==> config.mk <==
export PLATFORM = sky130hd
export DESIGN_NAME = cnn_two_layer_sequencer_flat
export DESIGN_NICKNAME = d
export VERILOG_FILES = /design/src/rtl/cnn_two_layer_sequencer_if.sv /design/src/rtl/cnn_two_layer_sequencer.sv /design/src/flat_wrapper.sv
export SDC_FILE = /design/constraint.sdc
export NUM_CORES = 1
export LEC_CHECK = 0
export CORE_ASPECT_RATIO = 0.5
export CORE_UTILIZATION = 43
export DETAILED_ROUTE_END_ITERATION = 8
export HOLD_SLACK_MARGIN = 0.1
export PLACE_DENSITY_LB_ADDON = 0.15
export SLEW_MARGIN = 30
export SYNTH_ARGS = -nofsm -noshare
export SYNTH_HDL_FRONTEND = slang
export SYNTH_SLANG_ARGS = --single-unit
==> constraint.sdc <==
create_clock -name clk -period 2.4 [get_ports clk]
set_clock_uncertainty 0.05 [all_clocks]
set_input_delay 0.6 -clock clk [delete_from_list [all_inputs] [get_ports clk]]
set_output_delay 0.6 -clock clk [all_outputs]
set_load 0.05 [all_outputs]
==> src/rtl/cnn_two_layer_sequencer_if.sv <==
// Control/address bundle between the two-layer CNN sequencer and its host/ROM/core side.
// The master side is the sequencer; the slave side is the host, ROMs and CNN core.
interface cnn_two_layer_sequencer_if #(
  parameter int AW = 6
);
  logic          start;
  logic          busy;
  logic          done;
  logic [AW-1:0] img_addr;
  logic [AW-1:0] flt1_addr;
  logic [AW-1:0] flt2_addr;
  logic          Start1;
  logic          ReadEn1;
  logic          Start2;
  logic          ReadEn2;
  logic          out_valid;
  logic [AW-1:0] out_idx;

  modport master (
    input  start,
    output busy, done, img_addr, flt1_addr, flt2_addr,
           Start1, ReadEn1, Start2, ReadEn2, out_valid, out_idx
  );

  modport slave (
    output start,
    input  busy, done, img_addr, flt1_addr, flt2_addr,
           Start1, ReadEn1, Start2, ReadEn2, out_valid, out_idx
  );
endinterface

==> src/rtl/cnn_two_layer_sequencer.sv <==
// Run scheduler for the two-layer convolution core: load 1, compute 1, drain 1/load 2, compute 2, drain 2.
// Optional PERF_CNT_EN adds a saturating run_cycles busy-cycle counter.
module cnn_two_layer_sequencer #(
  parameter int IMG_N  = 36,
  parameter int FLT_N  = 9,
  parameter int L1_OUT = 16,
  parameter int L2_OUT = 4,
  parameter int C1_LAT = 4,
  parameter int C2_LAT = 4,
  parameter int AW     = 6
) (
  input  logic clk,
  input  logic rst,
`ifdef PERF_CNT_EN
  output logic [15:0] run_cycles,
`endif
  cnn_two_layer_sequencer_if.master bus
);

  localparam logic [AW-1:0] IMG_LAST = AW'(IMG_N - 1);
  localparam logic [AW-1:0] FLT_LAST = AW'(FLT_N - 1);
  localparam logic [AW-1:0] L1_LAST  = AW'(L1_OUT - 1);
  localparam logic [AW-1:0] L2_LAST  = AW'(L2_OUT - 1);
  localparam logic [AW-1:0] C1_LAST  = AW'((C1_LAT > 0) ? C1_LAT - 1 : 0);
  localparam logic [AW-1:0] C2_LAST  = AW'((C2_LAT > 0) ? C2_LAT - 1 : 0);

  if (IMG_N < FLT_N) begin : g_chk_img
    $error("IMG_N must be >= FLT_N");
  end
  if (L1_OUT < FLT_N) begin : g_chk_l1
    $error("L1_OUT must be >= FLT_N");
  end
  if ((2 ** AW) < IMG_N) begin : g_chk_aw
    $error("AW too small for IMG_N");
  end

  typedef enum logic [2:0] {
    IDLE,
    LOAD1,
    WAIT1,
    XFER,
    WAIT2,
    DRAIN,
    DONE
  } state_t;

  state_t        state, nxt_state;
  logic [AW-1:0] cnt, nxt_cnt;

  function automatic logic [AW-1:0] clamp_flt(input logic [AW-1:0] a);
    return (a > FLT_LAST) ? FLT_LAST : a;
  endfunction

  // Zero-length wait phases are skipped entirely rather than lasting one cycle.
  always_comb begin
    nxt_state = state;
    nxt_cnt   = cnt + 1'b1;
    case (state)
      IDLE: begin
        nxt_cnt = '0;
        if (bus.start) nxt_state = LOAD1;
      end
      LOAD1: if (cnt == IMG_LAST) begin
        nxt_cnt   = '0;
        nxt_state = (C1_LAT == 0) ? XFER : WAIT1;
      end
      WAIT1: if (cnt == C1_LAST) begin
        nxt_cnt   = '0;
        nxt_state = XFER;
      end
      XFER: if (cnt == L1_LAST) begin
        nxt_cnt   = '0;
        nxt_state = (C2_LAT == 0) ? DRAIN : WAIT2;
      end
      WAIT2: if (cnt == C2_LAST) begin
        nxt_cnt   = '0;
        nxt_state = DRAIN;
      end
      DRAIN: if (cnt == L2_LAST) begin
        nxt_cnt   = '0;
        nxt_state = DONE;
      end
      default: begin
        nxt_cnt   = '0;
        nxt_state = IDLE;
      end
    endcase
  end

  // Outputs decode the next state so they line up with the state they describe.
  always_ff @(posedge clk) begin
    if (rst) begin
      state         <= IDLE;
      cnt           <= '0;
      bus.busy      <= 1'b0;
      bus.done      <= 1'b0;
      bus.img_addr  <= '0;
      bus.flt1_addr <= '0;
      bus.flt2_addr <= '0;
      bus.Start1    <= 1'b0;
      bus.ReadEn1   <= 1'b0;
      bus.Start2    <= 1'b0;
      bus.ReadEn2   <= 1'b0;
      bus.out_valid <= 1'b0;
      bus.out_idx   <= '0;
    end else begin
      state         <= nxt_state;
      cnt           <= nxt_cnt;
      bus.busy      <= (nxt_state != IDLE);
      bus.done      <= (nxt_state == DONE);
      bus.Start1    <= (nxt_state == LOAD1);
      bus.img_addr  <= (nxt_state == LOAD1) ? nxt_cnt : '0;
      bus.flt1_addr <= (nxt_state == LOAD1) ? clamp_flt(nxt_cnt) : '0;
      bus.ReadEn1   <= (nxt_state == XFER);
      bus.Start2    <= (nxt_state == XFER);
      bus.flt2_addr <= (nxt_state == XFER) ? clamp_flt(nxt_cnt) : '0;
      bus.ReadEn2   <= (nxt_state == DRAIN);
      bus.out_valid <= (state == DRAIN);
      bus.out_idx   <= (state == DRAIN) ? cnt : '0;
    end
  end

`ifdef PERF_CNT_EN
  always_ff @(posedge clk) begin
    if (rst) begin
      run_cycles <= '0;
    end else if (state == IDLE && bus.start) begin
      run_cycles <= '0;
    end else if (bus.busy && run_cycles != 16'hFFFF) begin
      run_cycles <= run_cycles + 16'd1;
    end
  end
`endif

endmodule

==> src/flat_wrapper.sv <==
// flat-port wrapper written by rule: the top's interface ports become plain ports
module cnn_two_layer_sequencer_flat 
#(
  parameter int IMG_N  = 36,
  parameter int FLT_N  = 9,
  parameter int L1_OUT = 16,
  parameter int L2_OUT = 4,
  parameter int C1_LAT = 4,
  parameter int C2_LAT = 4,
  parameter int AW     = 6
)
  (clk, rst, bus_start, bus_busy, bus_done, bus_img_addr, bus_flt1_addr, bus_flt2_addr, bus_Start1, bus_ReadEn1, bus_Start2, bus_ReadEn2, bus_out_valid, bus_out_idx);
  cnn_two_layer_sequencer_if #(.AW(AW)) bus_i ();
  input  logic clk;
  input  logic rst;
  input wire logic [$bits(bus_i.start)-1:0] bus_start;
  output wire logic [$bits(bus_i.busy)-1:0] bus_busy;
  output wire logic [$bits(bus_i.done)-1:0] bus_done;
  output wire logic [$bits(bus_i.img_addr)-1:0] bus_img_addr;
  output wire logic [$bits(bus_i.flt1_addr)-1:0] bus_flt1_addr;
  output wire logic [$bits(bus_i.flt2_addr)-1:0] bus_flt2_addr;
  output wire logic [$bits(bus_i.Start1)-1:0] bus_Start1;
  output wire logic [$bits(bus_i.ReadEn1)-1:0] bus_ReadEn1;
  output wire logic [$bits(bus_i.Start2)-1:0] bus_Start2;
  output wire logic [$bits(bus_i.ReadEn2)-1:0] bus_ReadEn2;
  output wire logic [$bits(bus_i.out_valid)-1:0] bus_out_valid;
  output wire logic [$bits(bus_i.out_idx)-1:0] bus_out_idx;
  assign bus_i.start = bus_start;
  assign bus_busy = bus_i.busy;
  assign bus_done = bus_i.done;
  assign bus_img_addr = bus_i.img_addr;
  assign bus_flt1_addr = bus_i.flt1_addr;
  assign bus_flt2_addr = bus_i.flt2_addr;
  assign bus_Start1 = bus_i.Start1;
  assign bus_ReadEn1 = bus_i.ReadEn1;
  assign bus_Start2 = bus_i.Start2;
  assign bus_ReadEn2 = bus_i.ReadEn2;
  assign bus_out_valid = bus_i.out_valid;
  assign bus_out_idx = bus_i.out_idx;
  cnn_two_layer_sequencer #(.IMG_N(IMG_N), .FLT_N(FLT_N), .L1_OUT(L1_OUT), .L2_OUT(L2_OUT), .C1_LAT(C1_LAT), .C2_LAT(C2_LAT), .AW(AW)) u_core (.clk(clk), .rst(rst), .bus(bus_i));
endmodule
==> results.env <==
STATUS='finished clean'
INITIAL_STANDARD_CELL_UTILIZATION_OF_THE_CORE=0.458
SYNTH_AREA_LEADER_CELL='sky130_fd_sc_hd__dfxtp_1'
CRIT_PATH_MAX_FANOUT=7
ROUTED-VIA-COUNT=1096
GP_CONGESTION=0.831
CTS.SINK_COUNT=39
WIRE_PER_INST_UM=12.5
MAXIMUM_NUMBER_OF_PINS_ON_ONE_NET_BEFORE_GLOBAL_ROUTE_REPAIR=13
TIMING_WORST_SLEW_PIN_VALUE_NS=0.520
SYNTH_LARGEST_TYPE_AREA_FRACTION=0.560
FINAL_NETS=185
CTS.CLK_SLEW.WORST_PATHS_NS=0.07
WORSTHOLDSTART='u_core.cnt[0]'
SYN2LAYOUT_AREA_GROWTH_PCT=33.9
GRT_REMAINING_OVERFLOW=0
POWER.DENSITY_CELL_AREA_nW_PER_UM2=640
YS.WARNINGS.COUNT=0
ANTENNA_CELLS=0
INITIAL_ANTENNA_VIOLATION_COUNT=0
FINAL.SETUP.WORST_SLACK_NS=0.126
VIAS_IN_THE_FIRST_GLOBAL_ROUTE=973
FINALHOLDVIOLATIONS=0
GRT_PASS1_WL_UM=4570
SYNTH_AREA_SQ_UM=1400
MAX_CLOCK_BUF_DEPTH=2
POST_CTS_HOLD_BUFFER_COUNT=0
NUM-FILL-CELLS=283
WORSTSETUPPATHTYPE='reg2reg'
WORST_IR_DROP_VDD_V=0.000369
SHARE_OF_TOTAL_POWER_CONSUMED_BY_NET_SWITCHING=0.248
YS_SEQ_AREA_FRAC=0.560
FINAL_PERIOD_MINUS_WORST_SETUP_SLACK_NS=2.27
HPWL_AFTER_DETAILED_PLACEMENT_UM=2060
TRITONCTS='done'
TOTAL_SWITCHING_POWER_mW=0.297
SYNTH_ENABLE_FLOP_CELLS=0
P_INT_mW=0.898
DIE_H_UM=42.3
FINALSETUPTNS_NS=0
SYNTH_SEQ_CELLS=39
SYNTH_FLOP_CELL='sky130_fd_sc_hd__dfxtp_1'
DRT_ITER0_MARKERS=56
CRITICAL_PATH.ENDPOINT_TYPE='register'
HOLD-PATH-ENDPOINT='u_core.bus.out_idx[0]'
DRC=0
POST_CTS.RESIZED_INSTANCES=0
POSTROUTEANTENNANETS=0
POSTCTSSETUPBUFFERS=0
MIN_PATH_CELLS=1
CTS_MADE_BUFFERS=5
LAYOUT.CORE_UTILIZATION=0.613
SLEW_HEADROOM=0.651
DRT_WIRELENGTH_UM=2770
POST_SYNTH_NUM_CELL_TYPES=41
REQUIRED_NS=2.56
RSZ0062_AT_GRT='false'
P_COMB_FRAC=0.088
DRV.MAX_CAP_VIOLATION_COUNT=0
NUMPORTBUFFERS=33
CRIT-REG2REG-CAPTURE='u_core.bus.flt2_addr[2]'
WORST_HOLD_SLACK_NS=0.477
CTS.ROOT.BUFFER_CELL='sky130_fd_sc_hd__clkbuf_8'
TOTALPOWERFINAL_mW=1.19
PLACEMENTROWS=14
DETAILEDPLACE.WORSTSLACK_NS=0.129
CORE-AREA_SQ_UM=3050
FLOORPLAN.DIE.WIDTH_UM=82.6
SYNTHESIS.INSTANCES=140
CRIT_PATH_START_KIND='register'
FINAL_MAX_SLEW_VIOL_COUNT=0
SEQUENTIAL_FRACTION_OF_DESIGN_POWER=0.559
LAYOUT_COMMON_CELLS='sky130_fd_sc_hd__dfxtp_1, sky130_fd_sc_hd__clkdlybuf4s50_1, sky130_fd_sc_hd__nor2_1'
DIE_AREA_SQ_UM=3490
WORSTHOLDPATHTYPE='reg2reg'
REG2REGPATHDEPTH=6
SYN-MEAN-INSTANCE-AREA_SQ_UM=9.96
REPORT.FINAL.SETUP_VIOL=0
CRITPATHARRIVALTIME_NS=2.43
FINAL_MIN_PERIOD_OVER_CLOCK_PERIOD=0.948
ASYNC_FLOP_SHARE=0
P_CLK_FRAC=0.353
ACHIEVABLE-FREQUENCY_MHz=440
LARGEST_CELLS_BY_AREA_AFTER_SYNTHESIS='sky130_fd_sc_hd__dfxtp_1, sky130_fd_sc_hd__nor2_1, sky130_fd_sc_hd__nor3_1'
CLOCK_INSERTION_DELAY_WORST_SKEW_NS=0.28
REG2REG_SETUP_SLACK_NS=0.13
STATIC-LEAKAGE-POWER_nW=0.714
DRT_PASS1_ITERATIONS=4
DESIGN.PORTCOUNT=34
VIAS_PER_CELL=4.94
RATIO_OF_CELLS_WITH_DRIVE_ABOVE_1_IN_THE_FINAL_LAYOUT=0.0989
R2R_START='u_core.cnt[0]'
GLOBALROUTETOTALUTIL=0.185
MOSTFREQUENTLAYOUTCELL='sky130_fd_sc_hd__dfxtp_1'
CLOCK_TREE.HTREE_LEVEL_COUNT=2
cells by family (layout without fill, tap and decap cells):
logic type      after synthesis  count (layout)  share of synthesized area
fa+ha+maj                     1               1                    0.00897
flops                        39              39                      0.560
xor+xnor                      2               2                     0.0126
buf+inv                      14              53                     0.0511
compound gates               17              17                      0.111
other cells                   1               4                    0.00269
simple gates                 66              66                      0.254
worst max-delay path, cell delays in order, from the launching register on:
cell and delay, ns:
sky130_fd_sc_hd__dfxtp_1 0.39, sky130_fd_sc_hd__ha_1 0.19, sky130_fd_sc_hd__or4b_4 0.51, sky130_fd_sc_hd__or4_4 0.52, sky130_fd_sc_hd__a31oi_4 0.21, sky130_fd_sc_hd__o211ai_4 0.13
sky130_fd_sc_hd__nor3_1 0.21
power by group through the flow:
| stage | Combinational [mW] | Clock [mW] | Sequential [mW] |
|---|---|---|---|
| after floorplan | 0.0372 | 0 | 0.714 |
| after global placement | 0.105 | 0 | 0.683 |
| after detailed placement | 0.104 | 0 | 0.683 |
| after CTS | 0.104 | 0.435 | 0.668 |
| after global routing | 0.112 | 0.466 | 0.670 |
| final | 0.105 | 0.422 | 0.668 |
state kept, by name (all words and copies together), names as in the netlist, 3 cells and up:
name / cells
u_core.bus.flt1_addr: 6
u_core.bus.flt2_addr: 6
u_core.bus.img_addr: 6
u_core.bus.out_idx: 6
u_core.cnt: 6
u_core.state: 3
cell usage after synthesis (2+ instances only):
| cell | n |
|---|---|
| sky130_fd_sc_hd__and2_1 | 5 |
| sky130_fd_sc_hd__o221ai_1 | 2 |
| sky130_fd_sc_hd__nor3b_1 | 2 |
| sky130_fd_sc_hd__nor2_1 | 20 |
| sky130_fd_sc_hd__o21ai_1 | 2 |
| sky130_fd_sc_hd__and3_1 | 2 |
| sky130_fd_sc_hd__a21o_1 | 2 |
| sky130_fd_sc_hd__buf_6 | 2 |
| sky130_fd_sc_hd__inv_1 | 5 |
| sky130_fd_sc_hd__or3_1 | 3 |
| sky130_fd_sc_hd__xor2_1 | 2 |
| sky130_fd_sc_hd__nor4_1 | 2 |
| sky130_fd_sc_hd__nand3_1 | 6 |
| sky130_fd_sc_hd__clkbuf_1 | 5 |
| sky130_fd_sc_hd__nand2b_1 | 5 |
| sky130_fd_sc_hd__nand2_1 | 5 |
| sky130_fd_sc_hd__nor3_1 | 8 |
| sky130_fd_sc_hd__dfxtp_1 | 39 |
area by class of cell:
type | instances | area, sq um | share of cell area
Clock buffer | 6 | 72.6 | 0.0388
Clock inverter | 2 | 12.5 | 0.00670
Inverter | 6 | 22.5 | 0.0121
Multi-Input combinational cell | 90 | 554 | 0.297
Sequential cell | 39 | 781 | 0.418
Tap cell | 40 | 50.0 | 0.0268
Timing Repair Buffer | 39 | 375 | 0.201
worst max-delay path by stage:
stage	from	endpoint	slack, ns	cells after the start
after floorplan	u_core.cnt[0]	u_core.bus.flt2_addr[0]	0.12	7
after global placement	u_core.cnt[0]	u_core.bus.flt2_addr[2]	0.20	6
after global routing	u_core.cnt[0]	u_core.bus.flt2_addr[1]	0.002	6
final	u_core.cnt[0]	u_core.bus.flt2_addr[2]	0.13	6
after detailed placement	u_core.cnt[0]	u_core.bus.flt2_addr[2]	0.13	6
after CTS	u_core.cnt[0]	u_core.bus.flt2_addr[2]	0.12	6
through the flow:
stage               area (sq um)  instances
floorplan                   1410        143
global placement            1780        214
detailed placement          1780        214
CTS                         1870        222
global route                1870        222
finish                      1870        222
routing by layer:
layer	share of wire	GRT usage	vias to the layer above	routed length [um]
li1	-	-	560	-
met1	0.52	0.263	482	1450
met2	0.38	0.248	52	1040
met3	0.099	0.0848	2	274
met4	0.0029	0.0517	0	8
met5	0	0	-	0
Note: power is estimated with default switching activity, not from simulation.
